<file path="config.mk">
export PLATFORM = sky130hd
export DESIGN_NAME = uart_tx_engine
export DESIGN_NICKNAME = d
export VERILOG_FILES = /design/src/rtl/uart_pkg.sv /design/src/rtl/uart_bit_timer.sv /design/src/rtl/uart_tx_engine.sv
export SDC_FILE = /design/constraint.sdc
export NUM_CORES = 1
export LEC_CHECK = 0
export BUFFER_PORTS_ARGS = -buffer_cell sky130_fd_sc_hd__buf_2
export CORE_UTILIZATION = 54
export DETAILED_ROUTE_END_ITERATION = 6
export GPL_TIMING_DRIVEN = 0
export PLACE_DENSITY_LB_ADDON = 0.25
export REMOVE_ABC_BUFFERS = 1
export SETUP_SLACK_MARGIN = 0.5
export SLEW_MARGIN = 10
export SYNTH_ARGS = -nofsm -noshare
export SYNTH_HDL_FRONTEND = slang
export SYNTH_SLANG_ARGS = --single-unit
</file>
<file path="constraint.sdc">
create_clock -name clk -period 2.2 [get_ports clk]
set_input_delay 0.44 -clock clk [delete_from_list [all_inputs] [get_ports clk]]
set_output_delay 0.44 -clock clk [all_outputs]
set_load 0.05 [all_outputs]
</file>
<file path="src/rtl/uart_pkg.sv">
// Shared UART definitions: frame state encodings, parity modes and a counter sizing helper.
package uart_pkg;

    typedef enum logic [2:0] {
        StIdle   = 3'd0,
        StStart  = 3'd1,
        StData   = 3'd2,
        StParity = 3'd3,
        StStop   = 3'd4,
        StBreak  = 3'd5
    } uart_state_e;

    localparam int unsigned PAR_NONE = 0;
    localparam int unsigned PAR_EVEN = 1;
    localparam int unsigned PAR_ODD  = 2;

    // Bits needed to hold the values 0..n-1 (at least one bit).
    function automatic int unsigned cnt_width(input int unsigned n);
        return (n <= 2) ? 1 : $clog2(n);
    endfunction

endpackage

</file>
<file path="src/rtl/uart_bit_timer.sv">
// Bit-period counter: counts 0..CLKS_PER_BIT-1 while enabled, pulses wrap on the last count.
module uart_bit_timer
    import uart_pkg::*;
#(
    parameter int unsigned CLKS_PER_BIT = 16
) (
    input  logic clk,
    input  logic reset,
    input  logic en,
    input  logic clr,
    output logic wrap
);

    localparam int unsigned CntW = cnt_width(CLKS_PER_BIT);
    localparam logic [CntW-1:0] Last = CntW'(CLKS_PER_BIT - 1);

    logic [CntW-1:0] count_q, count_d;

    assign wrap = en && (count_q == Last);

    always_comb begin
        count_d = count_q;
        if (clr) begin
            count_d = '0;
        end else if (en) begin
            count_d = wrap ? '0 : count_q + CntW'(1);
        end
    end

    always_ff @(posedge clk or posedge reset) begin
        if (reset) begin
            count_q <= '0;
        end else begin
            count_q <= count_d;
        end
    end

endmodule

</file>
<file path="src/rtl/uart_tx_engine.sv">
// UART transmit engine: frame FSM, shift register and parity driving a registered serial line.
// Define UART_TX_BREAK_EN to add the brk_req input and the BREAK state.
module uart_tx_engine
    import uart_pkg::*;
#(
    parameter int unsigned DATA_W       = 8,
    parameter int unsigned CLKS_PER_BIT = 16,
    parameter int unsigned PARITY       = 1,
    parameter int unsigned STOP_BITS    = 1
) (
    input  logic              clk,
    input  logic              reset,
`ifdef UART_TX_BREAK_EN
    input  logic              brk_req,
`endif
    input  logic [DATA_W-1:0] tx_data,
    input  logic              tx_valid,
    output logic              tx_ready,
    output logic              tx_out,
    output logic              busy,
    output logic [2:0]        bit_phase
);

    if (DATA_W < 5 || DATA_W > 9 || CLKS_PER_BIT < 2 || PARITY > 2 ||
        STOP_BITS < 1 || STOP_BITS > 2) begin : g_bad_param
        $fatal(1, "uart_tx_engine: illegal parameter value");
    end

    localparam int unsigned IdxW = cnt_width(DATA_W);

    uart_state_e     state_q, state_d;
    logic [IdxW-1:0] idx_q, idx_d;
    logic [DATA_W-1:0] shift_q, shift_d;
    logic            par_q, par_d;
    logic            tx_out_q, tx_out_d;
    logic            tmr_en, tmr_clr, tmr_wrap;
    logic            last_stop, accept, load, brk;

`ifdef UART_TX_BREAK_EN
    assign brk = brk_req;
`else
    assign brk = 1'b0;
`endif

    uart_bit_timer #(
        .CLKS_PER_BIT(CLKS_PER_BIT)
    ) u_bit_timer (
        .clk  (clk),
        .reset(reset),
        .en   (tmr_en),
        .clr  (tmr_clr),
        .wrap (tmr_wrap)
    );

    assign last_stop = (state_q == StStop) && tmr_wrap && (idx_q == IdxW'(STOP_BITS - 1));
    // A pending break takes priority over a new word.
    assign tx_ready  = ((state_q == StIdle) || last_stop) && !brk;
    assign accept    = tx_valid && tx_ready;
    assign tmr_en    = (state_q != StIdle);

    always_comb begin
        state_d = state_q;
        idx_d   = idx_q;
        shift_d = shift_q;
        par_d   = par_q;
        tmr_clr = 1'b0;
        load    = 1'b0;

        case (state_q)
            StIdle: begin
                tmr_clr = 1'b1;
                if (brk) begin
                    state_d = StBreak;
                    idx_d   = '0;
                end else if (accept) begin
                    load = 1'b1;
                end
            end
            StStart: begin
                if (tmr_wrap) begin
                    state_d = StData;
                    idx_d   = '0;
                end
            end
            StData: begin
                if (tmr_wrap) begin
                    shift_d = shift_q >> 1;
                    if (idx_q == IdxW'(DATA_W - 1)) begin
                        idx_d   = '0;
                        state_d = (PARITY == PAR_NONE) ? StStop : StParity;
                    end else begin
                        idx_d = idx_q + IdxW'(1);
                    end
                end
            end
            StParity: begin
                if (tmr_wrap) begin
                    state_d = StStop;
                    idx_d   = '0;
                end
            end
            StStop: begin
                if (last_stop) begin
                    idx_d = '0;
                    if (brk) begin
                        state_d = StBreak;
                    end else if (accept) begin
                        load = 1'b1;
                    end else begin
                        state_d = StIdle;
                    end
                end else if (tmr_wrap) begin
                    idx_d = idx_q + IdxW'(1);
                end
            end
`ifdef UART_TX_BREAK_EN
            StBreak: begin
                // idx 0: line held low while brk_req stays high; idx 1: one high stop-bit time.
                if (idx_q == '0) begin
                    tmr_clr = 1'b1;
                    if (!brk_req) begin
                        idx_d = IdxW'(1);
                    end
                end else if (tmr_wrap) begin
                    state_d = StIdle;
                    idx_d   = '0;
                end
            end
`endif
            default: begin
                state_d = StIdle;
                idx_d   = '0;
            end
        endcase

        if (load) begin
            shift_d = tx_data;
            par_d   = (^tx_data) ^ (PARITY == PAR_ODD);
            state_d = StStart;
            idx_d   = '0;
        end

        case (state_d)
            StStart:  tx_out_d = 1'b0;
            StData:   tx_out_d = shift_d[0];
            StParity: tx_out_d = par_d;
            StBreak:  tx_out_d = (idx_d != '0);
            default:  tx_out_d = 1'b1;
        endcase
    end

    always_ff @(posedge clk or posedge reset) begin
        if (reset) begin
            state_q  <= StIdle;
            idx_q    <= '0;
            shift_q  <= '0;
            par_q    <= 1'b0;
            tx_out_q <= 1'b1;
        end else begin
            state_q  <= state_d;
            idx_q    <= idx_d;
            shift_q  <= shift_d;
            par_q    <= par_d;
            tx_out_q <= tx_out_d;
        end
    end

    // Reset forces the line high combinationally so an aborted frame releases the pad at once.
    assign tx_out    = tx_out_q | reset;
    assign busy      = (state_q != StIdle);
    assign bit_phase = state_q;

endmodule

</file>
-- Yosys cells after proc, flatten, opt, wreduce, memory -nomap -nowiden
Index checks and enable logic that the tools add are counted.
- flip-flop bits (word level): 20
- input bits: 11
- add/subtract/negate cells: 2
- equality and inequality tests: 10
- muxes and demuxes: 27
- bitwise gates (word level): 1
- reduce and logical (&&, ||, !) cells: 15
- operator list (operator ; count):
    $mux W3 ; 13
    $mux W8 ; 3
    $pmux W3 S5 ; 1
    $eq A3 B2 Y1 const B ; 4
    $mux W4 ; 3
    $pmux W3 S4 ; 1
    $eq A3 B3 Y1 const B ; 3
    $reduce_xor A8 Y1 ; 1
    $eq A3 B1 Y1 const B ; 2
    $logic_not A3 Y1 ; 2
    $reduce_bool A2 Y1 ; 3
    $reduce_bool A3 Y1 ; 2
    $add A4 B1 Y4 const B ; 1
    $eq A4 B4 Y1 const B ; 1
    $logic_and A1 B1 Y1 ; 4
    $mux W1 ; 4
    $pmux W1 S4 ; 1
    $add A3 B1 Y3 const B ; 1
    $pmux W1 S2 ; 1
    $reduce_and A2 Y1 ; 1
    $reduce_or A2 Y1 ; 1
    $logic_or A1 B1 Y1 ; 1
    $or A1 B1 Y1 ; 1

-- Logic depth before layout (Yosys ltp)
Gate-level depths: netlist of the first run.
- depth in word-level cells: 12
- gate-level depth with buffers: 8
- gate-level depth less buffers: 7

-- By module
A second synthesis of the first run with hierarchy kept.
- cell total of the unflattened synthesis: 128
- area, all modules: 1227.4 um2
- modules (own cells, without submodules) (module ; instances ; cells an instance ; area an instance (um2) ; seq. area each (um2)):
    uart_tx_engine ; 1 ; 105 ; 1016.0 ; 401.6
    uart_bit_timer ; 1 ; 23 ; 211.5 ; 100.1

-- Least setup slack after synthesis of the first run
OpenSTA, ideal clock, no wires.
- kind: register to register
- start point: register state_q[2], in the netlist bit_phase[2]
- end point: register idx_q[0]
- library setup time: 110 ps
- arrival: 2074 ps
- slack: 15 ps
- cell stages (with the launch flop): 7
- period minus slack after synthesis: 2185 ps
- cell sequence: dfrtp_1 > clkbuf_8 > nor3_1 > inv_1 > nand2_1 > ha_1 > o41ai_1
- longest elaborated chain between the ends: 10
- elaborated cells on any way between the ends: 21
- ends and longest elaborated chain (element ; line ; RTL):
    start, declared ; uart_tx_engine.sv:31 ; uart_state_e state_q, state_d;
    start signal, assigned ; uart_tx_engine.sv:154 ; state_q <= StIdle;
    start signal, assigned ; uart_tx_engine.sv:160 ; state_q <= state_d;
    $reduce_bool A3 Y1 (*) ; - ;
    via busy ; uart_tx_engine.sv:20 ; output logic busy,
    $logic_and A1 B1 Y1 (*) ; uart_bit_timer.sv:19 ; assign wrap = en && (count_q == Last);
    $logic_and A1 B1 Y1 (2 in series) ; uart_tx_engine.sv:55 ; assign last_stop = (state_q == StStop) && tmr_wrap && (idx_q == IdxW'(STOP_BITS - 1));
    $logic_or A1 B1 Y1 ; uart_tx_engine.sv:57 ; assign tx_ready = ((state_q == StIdle) || last_stop) && !brk;
    $logic_and A1 B1 Y1 ; uart_tx_engine.sv:58 ; assign accept = tx_valid && tx_ready;
    $mux W1 ; uart_tx_engine.sv:75, uart_tx_engine.sv:107 ;
    $mux W1 ; uart_tx_engine.sv:103 ; if (last_stop) begin
    $pmux W1 S2 ; uart_tx_engine.sv:69 ; case (state_q)
    $mux W3 (*) ; uart_tx_engine.sv:136 ; if (load) begin
    via idx_d[0] ; uart_tx_engine.sv:32 ; logic [IdxW-1:0] idx_q, idx_d;
    end signal, assigned ; uart_tx_engine.sv:161 ; idx_q <= idx_d;
    end, declared ; uart_tx_engine.sv:32 ;
The timed path passes the listed nets; every way through them passes the cells marked *.
A chain may end at the register's enable or synchronous reset.

-- Final worst setup path of the first run
- start point: register idx_q[0]
- end point: output port tx_ready
- longest elaborated chain between the ends: 3
- ends and longest elaborated chain (element ; line ; RTL):
    $logic_not A3 Y1 ; uart_tx_engine.sv:55 ;
    $logic_and A1 B1 Y1 ; uart_tx_engine.sv:55 ;
    $logic_or A1 B1 Y1 ; uart_tx_engine.sv:57 ;
    end, declared ; uart_tx_engine.sv:18 ; output logic tx_ready,
No other way between the ends.

==> run metrics, run 1 <==
FMAX 478 MHz; main flop type after synthesis dfrtp_1; hold violation count in the final report 0; largest net degree at the start of global routing 21; Area Overhead vs Synth 37.7%; setup total negative slack 0 ns; Post-synth EDFFs 0; Hold Crit Class in -> async; Compound-Gate Fraction of Synth Area 18.8%; Worst R2R Path Depth 9; RSZ-0062 raised after global routing true; Final period util 95.1%; Residual DRC 0; Critical Path Sink tx_ready; clock period minus worst slack 2.09 ns; Setup-failing EPs final 0; synth warn 0; Routed Antenna Nets 0; Max IR drop VDD 0.000954 V; M3 GR Usage 4.32%; Inserted Diodes 0; htree depth 1; M1 GR Usage 31.6%; share of cells above drive strength 1 49.4%; Pwr Density 1300 nW/um^2; clock transition at the registers of the reported paths 0.12 ns; CTS tree built; Yosys top cell by area dfrtp_1; Synth async-reset ratio 100%; status finished, final reports clean; CP endpoint kind output pin; Pleak 0.740 nW; first-pass GRT wire length 4990 um; Port Buf Inserts 16; initial antenna violation count 0; I/O pin count 17; die area 2500 sq um; top cells by area, synth dfrtp_1 (38%), nand2_1 (6.0%), ha_1 (5.0%), xnor2_1 (4.9%), a22oi_1 (3.6%); most used routing layer met2; cell total after placement 165; CP arrival 1.65 ns; vias in the first global route 1085; Relative slew margins 47.6%; post-synthesis sequential area ratio 40.4%; R2R Path End tx_out_q$_DFF_PP1_; Mapped Cells 126; Fillers 139; Synth top cells by count nand2_1 (20), dfrtp_1 (19), xnor2_1 (7), a22oi_1 (6); Post-Syn Area 1240 sq um; Sink Count 20; post-synthesis mux area share 0.806%; GRT Util Overall 27.4%; 1st-iter DRT viols 27; Core ar. 2190 sq um; Synth top area share 38.3%; initial core utilization 56.7%; final WL 3540 um; Cell variety after synth 43; via count 1146; Synth Area in Adders 5.04%; Fin Clk Skew 0.00433 ns; Max Fanout on Critical Path 3; Total Nets Final 183; drt first pass iters 4; xor/xnor share of the synthesized area 7.05%; grt ovf 0; Die Span Y 50.0 um; gpl congestion 0.846; required time of the worst setup path 1.76 ns; vias per cell 5.91; fin cells 194; Setup crit start kind flip-flop; most common cell in the netlist nand2_1; Area after DPL 1310 sq um; Final HPWL DP 1810 um; largest family of logic cells by synthesized area simple AND/OR/NAND/NOR gates; Core Rows 17; chip width 50.0 um; post-route design area 1710 sq um; CTS Root Cell clkbuf_4; Crit Path Class reg -> out; worst reg2reg setup slack 0.24 ns; Worst Setup SP idx_q[0]$_DFF_PP0_; met2 Use GR 48.9%; Yosys reg bits 20; simple-gate share of the synthesized area 22.2%; Inserted Clock Buffers 3; reg2reg start idx_q[0]$_DFF_PP0_; Clock Path Buffers 2; synthesized area per cell 9.86 sq um; routed len/inst 18.3 um; insertion delay to the later sink of the worst-skew pair 0.30 ns; Slew @ Worst Pin 0.785 ns; Final Max Slew Viols 0; MaxCap Viol Count 0
-- how the worst min path moves through the flow --
stage	from	to	slack, ns
CTS	reset	idx_q[2]$_DFF_PP0_	0.28
global route	reset	shift_q[5]$_DFFE_PP0P_	0.32
finish	reset	idx_q[2]$_DFF_PP0_	0.27
detailed placement	shift_q[4]$_DFFE_PP0P_	shift_q[4]$_DFFE_PP0P_	0.46
global placement	shift_q[2]$_DFFE_PP0P_	shift_q[2]$_DFFE_PP0P_	0.46
floorplan	reset	bit_phase[0]$_DFF_PP0_	0.40
-- through the flow --
| step | util, % | hold WS [ns] | setup slack (ns) | total power [mW] |
|---|---|---|---|---|
| 2_1_floorplan | - | 0.403 | 0.0598 | 1.28 |
| 5_1_grt | 78.1 | 0.325 | 0.0526 | 2.35 |
| 3_5_place_dp | 59.6 | 0.463 | 0.145 | 1.47 |
| 3_3_place_gp | 59.6 | 0.461 | 0.142 | 1.42 |
| 6_report | 78.1 | 0.272 | 0.108 | 2.22 |
| 4_1_cts | 68.8 | 0.278 | 0.127 | 1.90 |
-- worst max-delay path, stage by stage (launching register included) --
cell	delay (ns)
dfrtp_1	0.42
inv_2	0.10
ha_4	0.13
or2b_4	0.28
o21ai_4	0.13
and2_4	0.16
buf_8	0.14
-- layout by cell type (no fill, tap or decap), types with 4 or more instances in the layout --
cell and n:
buf_4 22, dfrtp_1 16, nand2_1 20, nor2_1 4, a21oi_1 4, inv_2 4
ha_4 4, buf_2 14, xnor2_1 7
-- state kept, by name (all words and copies together) (netlist names) --
signal and count:
u_bit_timer.count_q 4, bit_phase 3, par_q 1, tx_out_q 1
shift_q 8, idx_q 3
-- kinds of logic (layout without fill, tap and decap cells) --
logic type / Yosys count / in the layout
mux: 1 / 1
buf+inv: 10 / 49
flops: 20 / 20
fa+ha+maj: 5 / 5
compound gates: 31 / 31
xor+xnor: 10 / 10
simple gates: 49 / 50
-- per-layer routing --
layer	up-vias	part of all wire (%)
met5	-	0
met4	0	1.3
met3	6	3.2
met2	32	54
met1	581	42
li1	527	-
-- power by group --
group          internal [mW]  switching (mW)
Sequential             0.533           0.153
Clock                  0.101           0.119
Combinational          0.602           0.712
Total                   1.24           0.984
-- area by class of cell --
class	instances	area [sq um]	share of cell area, %
multi-input combinational	97	827	48.4
sequential	20	505	29.6
timing repair buffer	40	288	16.8
clock buffer	4	36.3	2.12
inverter	5	18.8	1.10
tap	28	35.0	2.05
-- repair_timing --
| item | 4_1_cts | 5_1_grt |
|---|---|---|
| endpoints found under the setup margin | 17 | 14 |
| buffers inserted | 15 | 9 |
| pin swaps | 2 | 14 |
| hold buffers | 0 | 0 |
| resized for setup | 20 | 28 |
| gates cloned | 0 | 1 |
Note: power is estimated with default switching activity, not from simulation.
==> run 2: changes to the inputs <==
- BUFFER_PORTS_ARGS: -buffer_cell sky130_fd_sc_hd__buf_2 -> -buffer_cell sky130_fd_sc_hd__buf_4
- CORE_UTILIZATION: 54 -> 45
==> run metrics, run 2 (synthesis gave the netlist of run 1 again) <==
status finished, final reports clean; Area after DPL 1350 sq um (+3.3%); Max Fanout on Critical Path 2 (-1); minimum hold slack 0.291 ns (+0.0190 ns); most frequent cells in the layout buf_4 (42), nand2_1 (20), dfrtp_1 (16); Pint 1.29 mW (+4.7%); Sink Count 20 (unchanged); setup total negative slack 0 ns (unchanged); final WL 3180 um (-10%); GRT Util Overall 21.7% (-5.7 points); vias per cell 5.40 (-8.6%); Fin Clk Skew 0.00309 ns (-0.00124 ns); worst reg2reg setup slack 0.23 ns (about the same); number of flip-flops under the largest register name 8 (unchanged); Final period util 93.2% (-1.9 points); clock share of power 9.5% (-0.4 points); share of cells above drive strength 1 48.3% (-1.1 points); die area 2980 sq um (+19%); drt first pass iters 5 (+1); Port Buf Inserts 16 (unchanged); clock transition at the registers of the reported paths 0.11 ns (about the same); Final HPWL DP 1760 um (-2.7%); combinational fraction of design power 60.9% (+1.7 points); Residual DRC 0 (unchanged); Inserted Diodes 0 (unchanged); CTS Root Cell clkbuf_4; Die Span Y 54.5 um (+9.2%); sequential power share 29.7% (-1.2 points); Total Nets Final 191 (+4.4%); CP arrival 1.61 ns (-0.04 ns); via count 1102 (-3.8%); Worst R2R Path Depth 10 (+1); post-route design area 1770 sq um (+3.2%); CP endpoint kind output pin; Core Rows 18 (+1); Max IR drop VDD 0.00104 V (+8.9%); grt ovf 0 (unchanged); hold buffers post-CTS 0 (unchanged); insertion delay to the later sink of the worst-skew pair 0.29 ns (about the same); most flop-heavy register shift_q; hold violation count in the final report 0 (unchanged); Crit Path Class reg -> out; MaxCap Viol Count 0 (unchanged); Relative slew margins 48.0% (+0.37 points); Hold Crit Class in -> async; Overall Power 2.22 mW (-0.10%); routed len/inst 15.6 um (-15%); Slew @ Worst Pin 0.780 ns (-0.00552 ns); Slowest-stage cell, CP dfrtp_1; max incr delay on CP 0.40 ns (-0.02 ns); gpl congestion 0.778 (-8.0%); Area Overhead vs Synth 42.1%; met2 Use GR 37.2% (-12 points); DP Worst Slack 0.143 ns (-0.00147 ns); first-pass GRT wire length 4490 um (-10%); M1 GR Usage 26.4% (-5.2 points); Setup crit start kind flip-flop; FMAX 488 MHz (+2.0%); Setup-failing EPs final 0 (unchanged); Clock Path Buffers 2 (unchanged); largest registers shift_q (8), u_bit_timer.count_q (4); crit path cell chain inv_2 > ha_4 > or2b_4 > o21ai_4 > and2_4 > buf_8; Final Max Slew Viols 0 (unchanged); Core ar. 2540 sq um (+16%); chip width 54.5 um (+9.2%); most used routing layer met2; commonest non-fill, non-tap cell in the layout buf_4; RSZ-0062 raised after global routing true; required time of the worst setup path 1.76 ns (about the same); I/O pin count 17 (unchanged); P_sw 0.924 mW (-6.1%); initial antenna violation count 0 (unchanged); Inserted Clock Buffers 3 (unchanged); slack of the critical path 0.149 ns (+0.0408 ns); Pleak 0.793 nW (+7.1%); switching share of total power 41.7% (-2.7 points); 1st-iter DRT viols 23 (-15%); htree depth 1 (unchanged); CTS tree built; initial core utilization 48.8% (-7.9 points); largest net degree at the start of global routing 21 (unchanged); clock period minus worst slack 2.05 ns (-0.0408 ns); Routed Antenna Nets 0 (unchanged); Pwr Density 1260 nW/um^2 (-3.2%); M3 GR Usage 4.17% (-0.15 points); vias in the first global route 997 (-8.1%)
==> run 2: final timing paths <==
| kind | startpoint | endpoint |
|---|---|---|
| worst max-delay path | idx_q[1]$_DFF_PP0_ | tx_ready |
| worst max register to register | idx_q[1]$_DFF_PP0_ | tx_out_q$_DFF_PP1_ |
| worst min-delay path | reset | idx_q[2]$_DFF_PP0_ |
| max in group asynchronous | reset | bit_phase[2]$_DFF_PP0_ |
| worst min register to register | u_bit_timer.count_q[0]$_DFF_PP0_ | u_bit_timer.count_q[0]$_DFF_PP0_ |
| min in group clk | tx_data[7] | shift_q[7]$_DFFE_PP0P_ |
==> run 2: what timing repair did <==
action / CTS / global route
endpoints found under the hold margin: 0 / 0
setup buffers: 21 / 11
setup endpoints to repair: 15 / 14
cloned: 0 / 1
pin swaps: 5 / 10
resized for setup: 22 / 16
==> run 2: critical path, delay by kind of cell, from the launching register on <==
family	cells	cell delay, ns
AOI/OAI and AO/OA	1	0.13
adders and majority gates	1	0.13
buffers and inverters	2	0.22
DFF	1	0.40
and+or+nand+nor	2	0.43
==> run 2: final cells by class <==
| cell class | instances | area (sq um) |
|---|---|---|
| Clock buffer | 4 | 36.3 |
| Fill cell | 188 | 779 |
| Tap cell | 30 | 37.5 |
| Inverter | 5 | 18.8 |
| Timing Repair Buffer | 48 | 390 |
| Sequential cell | 20 | 505 |
| Multi-Input combinational cell | 97 | 777 |
==> run 2: stage by stage <==
step,util [%],cells
6_report,69.4,204
5_1_grt,69.4,204
4_1_cts,62.9,192
3_5_place_dp,52.9,167
3_3_place_gp,52.9,167
2_1_floorplan,-,121
==> run 2: power groups by stage <==
stage / registers [mW] / clock network (mW) / logic (mW)
floorplan: 0.709 / 0 / 0.569
global placement: 0.679 / 0 / 0.770
detailed placement: 0.686 / 0 / 0.800
CTS: 0.645 / 0.217 / 1.12
global route: 0.674 / 0.233 / 1.45
finish: 0.658 / 0.210 / 1.35
==> run 2: per-layer routing <==
layer	up-vias	part of all wire (%)	wire length (um)
met5	-	0	0
met4	0	0.60	19
met3	2	2.9	93
met2	20	53	1680
met1	539	44	1390
li1	541	-	-
